[src/rtl/xadc_drp_sched_if.sv]
// rtl/xadc_drp_sched_if.sv - signal bundle between the DRP scheduler, the XADC wrapper, the host and result consumers
interface xadc_drp_sched_if;
  logic        eoc;
  logic [4:0]  channel;
  logic        den;
  logic        dwe;
  logic [6:0]  daddr;
  logic [15:0] di;
  logic [15:0] dout;
  logic        drdy;
  logic        host_req;
  logic        host_we;
  logic [6:0]  host_addr;
  logic [15:0] host_wdata;
  logic        host_ack;
  logic [15:0] host_rdata;
  logic        host_err;
  logic [15:0] aux_a_data;
  logic [15:0] aux_b_data;
  logic        sample_vld;
  logic        ovr;

  modport master (
    input  eoc, channel, dout, drdy, host_req, host_we, host_addr, host_wdata,
    output den, dwe, daddr, di, host_ack, host_rdata, host_err,
           aux_a_data, aux_b_data, sample_vld, ovr
  );

  modport slave (
    output eoc, channel, dout, drdy, host_req, host_we, host_addr, host_wdata,
    input  den, dwe, daddr, di, host_ack, host_rdata, host_err,
           aux_a_data, aux_b_data, sample_vld, ovr
  );
endinterface

[src/rtl/xadc_drp_sched.sv]
// rtl/xadc_drp_sched.sv - XADC DRP owner arbitrating EOC auto-poll reads against host accesses
// Optional DRDY timeout abort: define XADC_DRP_TIMEOUT_EN.
module xadc_drp_sched #(
  parameter int unsigned STARVE_LIM  = 2,
  parameter int unsigned TIMEOUT_CYC = 64,
  parameter logic [6:0]  AUX_A_ADDR  = 7'h13,
  parameter logic [6:0]  AUX_B_ADDR  = 7'h12
) (
  input  logic             dclk,
  input  logic             reset_n,
  xadc_drp_sched_if.master bus
);
  typedef enum logic [1:0] {S_IDLE, S_ISSUE, S_WAIT, S_DONE} state_t;

  localparam logic [7:0] STARVE_MAX = 8'(STARVE_LIM);

  if (STARVE_LIM > 255 || TIMEOUT_CYC < 1 || TIMEOUT_CYC > 255) begin : g_param_check
    $error("xadc_drp_sched: parameter out of range");
  end

  state_t      state, state_nxt;
  logic        poll_pend;
  logic [6:0]  poll_addr;
  logic        ovr;
  logic [7:0]  starve_cnt;
  logic        cur_host;
  logic        cur_we;
  logic [6:0]  cur_addr;
  logic [15:0] cur_wdata;
  logic        grant_poll, grant_host;
  logic        host_wins;
  logic        drp_done, drp_abort;
  logic        timeout_hit;
  logic        den, dwe;
  logic [6:0]  daddr;
  logic [15:0] di;
  logic        host_ack;
  logic [15:0] host_rdata;
  logic [15:0] aux_a, aux_b;
  logic        sample_vld;

  assign host_wins = bus.host_req && (starve_cnt == STARVE_MAX);
  assign drp_done  = (state == S_WAIT) && bus.drdy;
  assign drp_abort = (state == S_WAIT) && !bus.drdy && timeout_hit;

  always_comb begin
    state_nxt  = state;
    grant_poll = 1'b0;
    grant_host = 1'b0;
    den        = 1'b0;
    dwe        = 1'b0;
    daddr      = 7'h00;
    di         = 16'h0000;
    case (state)
      S_IDLE: begin
        if (poll_pend && !host_wins) begin
          grant_poll = 1'b1;
          state_nxt  = S_ISSUE;
        end else if (bus.host_req) begin
          grant_host = 1'b1;
          state_nxt  = S_ISSUE;
        end
      end
      S_ISSUE: begin
        den       = 1'b1;
        dwe       = cur_we;
        daddr     = cur_addr;
        di        = cur_wdata;
        state_nxt = S_WAIT;
      end
      S_WAIT: begin
        if (drp_done || drp_abort) state_nxt = S_DONE;
      end
      S_DONE:  state_nxt = S_IDLE;
      default: state_nxt = S_IDLE;
    endcase
  end

  always_ff @(posedge dclk or negedge reset_n) begin
    if (!reset_n) begin
      state     <= S_IDLE;
      cur_host  <= 1'b0;
      cur_we    <= 1'b0;
      cur_addr  <= 7'h00;
      cur_wdata <= 16'h0000;
    end else begin
      state <= state_nxt;
      if (grant_poll) begin
        cur_host  <= 1'b0;
        cur_we    <= 1'b0;
        cur_addr  <= poll_addr;
        cur_wdata <= 16'h0000;
      end else if (grant_host) begin
        cur_host  <= 1'b1;
        cur_we    <= bus.host_we;
        cur_addr  <= bus.host_addr;
        cur_wdata <= bus.host_wdata;
      end
    end
  end

  // A fresh EOC in the grant cycle must survive the clear, hence eoc first.
  always_ff @(posedge dclk or negedge reset_n) begin
    if (!reset_n) begin
      poll_pend  <= 1'b0;
      poll_addr  <= 7'h00;
      ovr        <= 1'b0;
      starve_cnt <= 8'h00;
    end else begin
      if (bus.eoc) begin
        poll_pend <= 1'b1;
        poll_addr <= {2'b00, bus.channel};
        if (poll_pend) ovr <= 1'b1;
      end else if (grant_poll) begin
        poll_pend <= 1'b0;
      end
      if (!bus.host_req || grant_host) starve_cnt <= 8'h00;
      else if (grant_poll)             starve_cnt <= starve_cnt + 8'h01;
    end
  end

  always_ff @(posedge dclk or negedge reset_n) begin
    if (!reset_n) begin
      host_ack   <= 1'b0;
      host_rdata <= 16'h0000;
      aux_a      <= 16'h0000;
      aux_b      <= 16'h0000;
      sample_vld <= 1'b0;
    end else begin
      host_ack   <= 1'b0;
      sample_vld <= 1'b0;
      if (drp_done || drp_abort) begin
        if (cur_host) begin
          host_ack   <= 1'b1;
          host_rdata <= (drp_done && !cur_we) ? bus.dout : 16'h0000;
        end else if (drp_done && cur_addr == AUX_A_ADDR) begin
          aux_a      <= bus.dout;
          sample_vld <= 1'b1;
        end else if (drp_done && cur_addr == AUX_B_ADDR) begin
          aux_b      <= bus.dout;
          sample_vld <= 1'b1;
        end
      end
    end
  end

`ifdef XADC_DRP_TIMEOUT_EN
  localparam logic [7:0] TIMEOUT_LAST = 8'(TIMEOUT_CYC - 1);

  logic [7:0] to_cnt;
  logic       host_err;

  // Loaded to 1 in ISSUE so the abort lands exactly TIMEOUT_CYC cycles after DEN.
  always_ff @(posedge dclk or negedge reset_n) begin
    if (!reset_n)              to_cnt <= 8'h00;
    else if (state == S_ISSUE) to_cnt <= 8'h01;
    else if (state == S_WAIT)  to_cnt <= to_cnt + 8'h01;
  end

  assign timeout_hit = (to_cnt >= TIMEOUT_LAST);

  always_ff @(posedge dclk or negedge reset_n) begin
    if (!reset_n)                  host_err <= 1'b0;
    else if (drp_done && cur_host)  host_err <= 1'b0;
    else if (drp_abort && cur_host) host_err <= 1'b1;
  end

  assign bus.host_err = host_err;
`else
  assign timeout_hit  = 1'b0;
  assign bus.host_err = 1'b0;
`endif

  assign bus.den        = den;
  assign bus.dwe        = dwe;
  assign bus.daddr      = daddr;
  assign bus.di         = di;
  assign bus.host_ack   = host_ack;
  assign bus.host_rdata = host_rdata;
  assign bus.aux_a_data = aux_a;
  assign bus.aux_b_data = aux_b;
  assign bus.sample_vld = sample_vld;
  assign bus.ovr        = ovr;
endmodule

[src/flat_wrapper.sv]
// flat-port wrapper written by rule: the top's interface ports become plain ports
module xadc_drp_sched_flat 
#(
  parameter int unsigned STARVE_LIM  = 2,
  parameter int unsigned TIMEOUT_CYC = 64,
  parameter logic [6:0]  AUX_A_ADDR  = 7'h13,
  parameter logic [6:0]  AUX_B_ADDR  = 7'h12
)
  (dclk, reset_n, bus_eoc, bus_channel, bus_dout, bus_drdy, bus_host_req, bus_host_we, bus_host_addr, bus_host_wdata, bus_den, bus_dwe, bus_daddr, bus_di, bus_host_ack, bus_host_rdata, bus_host_err, bus_aux_a_data, bus_aux_b_data, bus_sample_vld, bus_ovr);
  xadc_drp_sched_if bus_i ();
  input  logic dclk;
  input  logic reset_n;
  input wire logic [$bits(bus_i.eoc)-1:0] bus_eoc;
  input wire logic [$bits(bus_i.channel)-1:0] bus_channel;
  input wire logic [$bits(bus_i.dout)-1:0] bus_dout;
  input wire logic [$bits(bus_i.drdy)-1:0] bus_drdy;
  input wire logic [$bits(bus_i.host_req)-1:0] bus_host_req;
  input wire logic [$bits(bus_i.host_we)-1:0] bus_host_we;
  input wire logic [$bits(bus_i.host_addr)-1:0] bus_host_addr;
  input wire logic [$bits(bus_i.host_wdata)-1:0] bus_host_wdata;
  output wire logic [$bits(bus_i.den)-1:0] bus_den;
  output wire logic [$bits(bus_i.dwe)-1:0] bus_dwe;
  output wire logic [$bits(bus_i.daddr)-1:0] bus_daddr;
  output wire logic [$bits(bus_i.di)-1:0] bus_di;
  output wire logic [$bits(bus_i.host_ack)-1:0] bus_host_ack;
  output wire logic [$bits(bus_i.host_rdata)-1:0] bus_host_rdata;
  output wire logic [$bits(bus_i.host_err)-1:0] bus_host_err;
  output wire logic [$bits(bus_i.aux_a_data)-1:0] bus_aux_a_data;
  output wire logic [$bits(bus_i.aux_b_data)-1:0] bus_aux_b_data;
  output wire logic [$bits(bus_i.sample_vld)-1:0] bus_sample_vld;
  output wire logic [$bits(bus_i.ovr)-1:0] bus_ovr;
  assign bus_i.eoc = bus_eoc;
  assign bus_i.channel = bus_channel;
  assign bus_i.dout = bus_dout;
  assign bus_i.drdy = bus_drdy;
  assign bus_i.host_req = bus_host_req;
  assign bus_i.host_we = bus_host_we;
  assign bus_i.host_addr = bus_host_addr;
  assign bus_i.host_wdata = bus_host_wdata;
  assign bus_den = bus_i.den;
  assign bus_dwe = bus_i.dwe;
  assign bus_daddr = bus_i.daddr;
  assign bus_di = bus_i.di;
  assign bus_host_ack = bus_i.host_ack;
  assign bus_host_rdata = bus_i.host_rdata;
  assign bus_host_err = bus_i.host_err;
  assign bus_aux_a_data = bus_i.aux_a_data;
  assign bus_aux_b_data = bus_i.aux_b_data;
  assign bus_sample_vld = bus_i.sample_vld;
  assign bus_ovr = bus_i.ovr;
  xadc_drp_sched #(.STARVE_LIM(STARVE_LIM), .TIMEOUT_CYC(TIMEOUT_CYC), .AUX_A_ADDR(AUX_A_ADDR), .AUX_B_ADDR(AUX_B_ADDR)) u_core (.dclk(dclk), .reset_n(reset_n), .bus(bus_i));
endmodule
[config.mk]
export PLATFORM = sky130hd
export DESIGN_NAME = xadc_drp_sched_flat
export DESIGN_NICKNAME = d
export VERILOG_FILES = /design/src/rtl/xadc_drp_sched_if.sv /design/src/rtl/xadc_drp_sched.sv /design/src/flat_wrapper.sv
export SDC_FILE = /design/constraint.sdc
export NUM_CORES = 1
export LEC_CHECK = 0
export BUFFER_PORTS_ARGS = -buffer_cell sky130_fd_sc_hd__buf_2
export CAP_MARGIN = 20
export CORE_ASPECT_RATIO = 1.2
export CORE_MARGIN = 4
export CORE_UTILIZATION = 50
export CTS_CLUSTER_DIAMETER = 100
export DETAILED_ROUTE_END_ITERATION = 7
export GPL_ROUTABILITY_DRIVEN = 0
export PLACE_DENSITY = 0.79
export SLEW_MARGIN = 20
export SYNTH_ARGS = -nofsm -noshare
export SYNTH_HDL_FRONTEND = slang
export SYNTH_SLANG_ARGS = --single-unit
[constraint.sdc]
create_clock -name dclk -period 2 [get_ports dclk]
set_input_delay 0.1 -clock dclk [delete_from_list [all_inputs] [get_ports dclk]]
set_output_delay 0.1 -clock dclk [all_outputs]
set_load 0.1 [all_outputs]
==> metrics.md <==
| Metric | Value |
|---|---|
| Outcome | completed |
| Ys flop type | dfrtp_1 |
| Final Setup Violations | 0 |
| # DRC | 0 |
| GRT Util Overall | 20.5% |
| Layout cells sized above 1 | 48.8% |
| Nets@finish | 528 |
| # rows | 35 |
| Min Tclk post-route | 1930 ps |
| Die Y | 105 um |
| 1st-iter DRT viols | 62 |
| Total CTS buffers | 9 |
| Commonest cells post-synth | 92 x dfrtp_1, 38 x mux2_2, 25 x and2_1, 21 x nand2b_1, 20 x nand2_1 |
| Sequential cell area fraction in the yosys report | 58.9% |
| Slew margin rel. | 33.7% |
| Worst min-delay path class | in2reg |
| Crit path arrival time | 2220 ps |
| Tightest Pin Transition | 995 ps |
| DR vias/cell | 5.22 |
| Post-DRT Antenna Nets | 0 |
| Initial antenna violation count | 0 |
| Distinct cells, synth | 40 |
| Number of H-tree levels | 3 |
| Port Buffers | 125 |
| Mean Syn Cell Area | 12.6 sq um |
| Setup crit start kind | flip-flop |
| CTS max path bufs | 2 |
| Detailed Routing Iterations Pass 1 | 4 |
| Max Slew Vio Count | 0 |
| Largest net degree at the start of global routing | 42 |
| Setup Skew | 9.46 ps |
| Clk sinks | 92 |
| Clock Latency Late Sink | 350 ps |
| TritonCTS clock tree | built |
| Top sig layer | met4 |
| Antenna cells | 0 |
| Wire per inst | 16.3 um |
| DP Wirelength | 6310 um |
| Hold Violations, Final | 0 |
| Worst Path Required | 2290 ps |
| Die area | 0.00930 sq mm |
| Top post-synthesis cells by area | dfrtp_1 59%, mux2_2 11%, and2_1 4.0%, nand2b_1 3.4%, a22o_2 2.6% |
| Cell Area, Synth | 0.00391 sq mm |
| Num ports | 127 |
| Layout area overhead | 37.0% |
| Routed wl met2 | 4650 um |
| Synthesized flop and latch total | 92 |
| Synth area leader | dfrtp_1 |
| Ys async rst share | 100% |
| Length of routed met3 wiring | 775 um |
| Initial Utilization | 51.0% |
| Post-Synthesis Cells | 310 |
| Period utilisation layout | 96.5% |
| Max-cap violations | 0 |
| Vias in the first global route | 3096 |
| Crit. End Element | flip-flop |
| Root Buffer | clkbuf_8 |
| Routed WL | 9270 um |
| Worst-path clk slew | 90 ps |
| Vias | 2973 |
| Max Clk Rate | 518 MHz |
| Mapped Nets | 366 |
| RSZ-0062 raised after global routing | yes |
| Fin util | 69.9% |
| Core Box Area | 0.00766 sq mm |
| EDFF count, synth | 0 |
| Cell with the most instances after synthesis | dfrtp_1 |
| Setup bufs post-CTS | 0 |
| Die width | 88.7 um |
| Synth top area share | 58.9% |
| Critical path type | reg2reg |
| Critical path fanouts, max | 19 |
| Metal1 wirelength | 3680 um |
| Grt total ovfl | 0 |
| First-pass GRT wire length | 15000 um |
| Syn. warnings | 0 |
| Fill count | 522 |
-- stage by stage --
stage	hold slack (ps)	cells	area (sq um)	setup TNS, ps	setup WS, ps
6_report	18.4	569	5360	0	70.5
2_1_floorplan	-196	310	3940	0	42.1
5_1_grt	14.2	569	5360	-24.9	-16.6
3_5_place_dp	115	520	4710	0	96.9
4_1_cts	0.738	569	5320	0	1.39
3_3_place_gp	107	520	4710	0	176
-- flip-flops by register name, indices dropped and copies added (netlist names), 2 cells and up --
signal / cells
u_core.cur_addr: 7
u_core.poll_addr: 5
u_core.bus.host_rdata: 16
u_core.starve_cnt: 8
u_core.cur_wdata: 16
u_core.bus.aux_b_data: 16
u_core.bus.aux_a_data: 16
u_core.state: 2
-- layer usage --
layer	vias up	GRT usage [%]
li1	1396	-
met1	1440	25.1
met2	116	34.4
met3	21	5.99
met4	0	6.26
met5	-	0
-- timing repair --
| action | in CTS | in global routing |
|---|---|---|
| endpoints found under the setup margin | 22 | 49 |
| gates resized for setup | 22 | 7 |
| hold buffers | 33 | 0 |
| endpoints found under the hold margin | 79 | 0 |
-- cell type report --
| type | count | area, sq um | area share [%] |
|---|---|---|---|
| clock inverter | 5 | 83.8 | 1.57 |
| tap | 92 | 115 | 2.15 |
| clock buffer | 11 | 141 | 2.64 |
| multi-input combinational | 196 | 1550 | 29.0 |
| sequential | 92 | 2300 | 43.0 |
| inverter | 6 | 22.5 | 0.421 |
| timing repair buffer | 167 | 1140 | 21.2 |
-- path summary, 6_finish.rpt --
| check | from | to | slack, ps | depth (start not counted) |
|---|---|---|---|---|
| max | u_core.starve_cnt[0]$_DFFE_PN0P_ | u_core.cur_wdata[1]$_DFFE_PN0P_ | 70 | 7 |
| min in group asynchronous | reset_n | u_core.bus.aux_a_data[3]$_DFFE_PN0P_ | 260 | 2 |
| min reg2reg | u_core.bus.ovr$_DFFE_PN0P_ | u_core.bus.ovr$_DFFE_PN0P_ | 480 | 1 |
| max reg2reg | u_core.starve_cnt[0]$_DFFE_PN0P_ | u_core.cur_wdata[1]$_DFFE_PN0P_ | 70 | 7 |
| max in group asynchronous | reset_n | u_core.bus.host_ack$_DFF_PN0_ | 1150 | 3 |
| min | bus_dout[14] | u_core.bus.aux_a_data[14]$_DFFE_PN0P_ | 20 | 2 |
-- cells by family after synthesis --
group,share of synthesized area [%]
flip-flops,58.9
AND/OR/NAND/NOR,13.3
AO/OA/AOI/OAI,10.3
multiplexers,11.2
buffers and inverters,3.01
adder cells (fa/ha/maj),1.92
XOR/XNOR,1.34
other,0.0959
-- placed cells by master (no fill, tap or decap), types with 3 or more instances in the layout --
cell type and instances:
buf_2 100, dfrtp_1 92, mux2_2 38, dlygate4sd3_1 33
buf_4 28, and2_2 21, nand2b_1 21, nand2_1 20
o21ai_0 16, a22o_2 10, clkbuf_8 10, a22o_1 9
nor2_1 7, inv_1 6, and2_1 5, o221a_2 5
ha_1 4, buf_12 4, xnor2_1 3, xor2_1 3
a21oi_1 3
-- critical path, stage by stage (launching register included) --
cell and delay [ps]:
dfrtp_1 410, inv_1 100, ha_1 150, or4b_4 490
o21ai_4 170, and3_4 230, buf_12 150, a22o_1 160
Power is left out: the tool's default activity adds up to more than one toggle a clock period on the data nets, which glitch-free logic cannot reach.
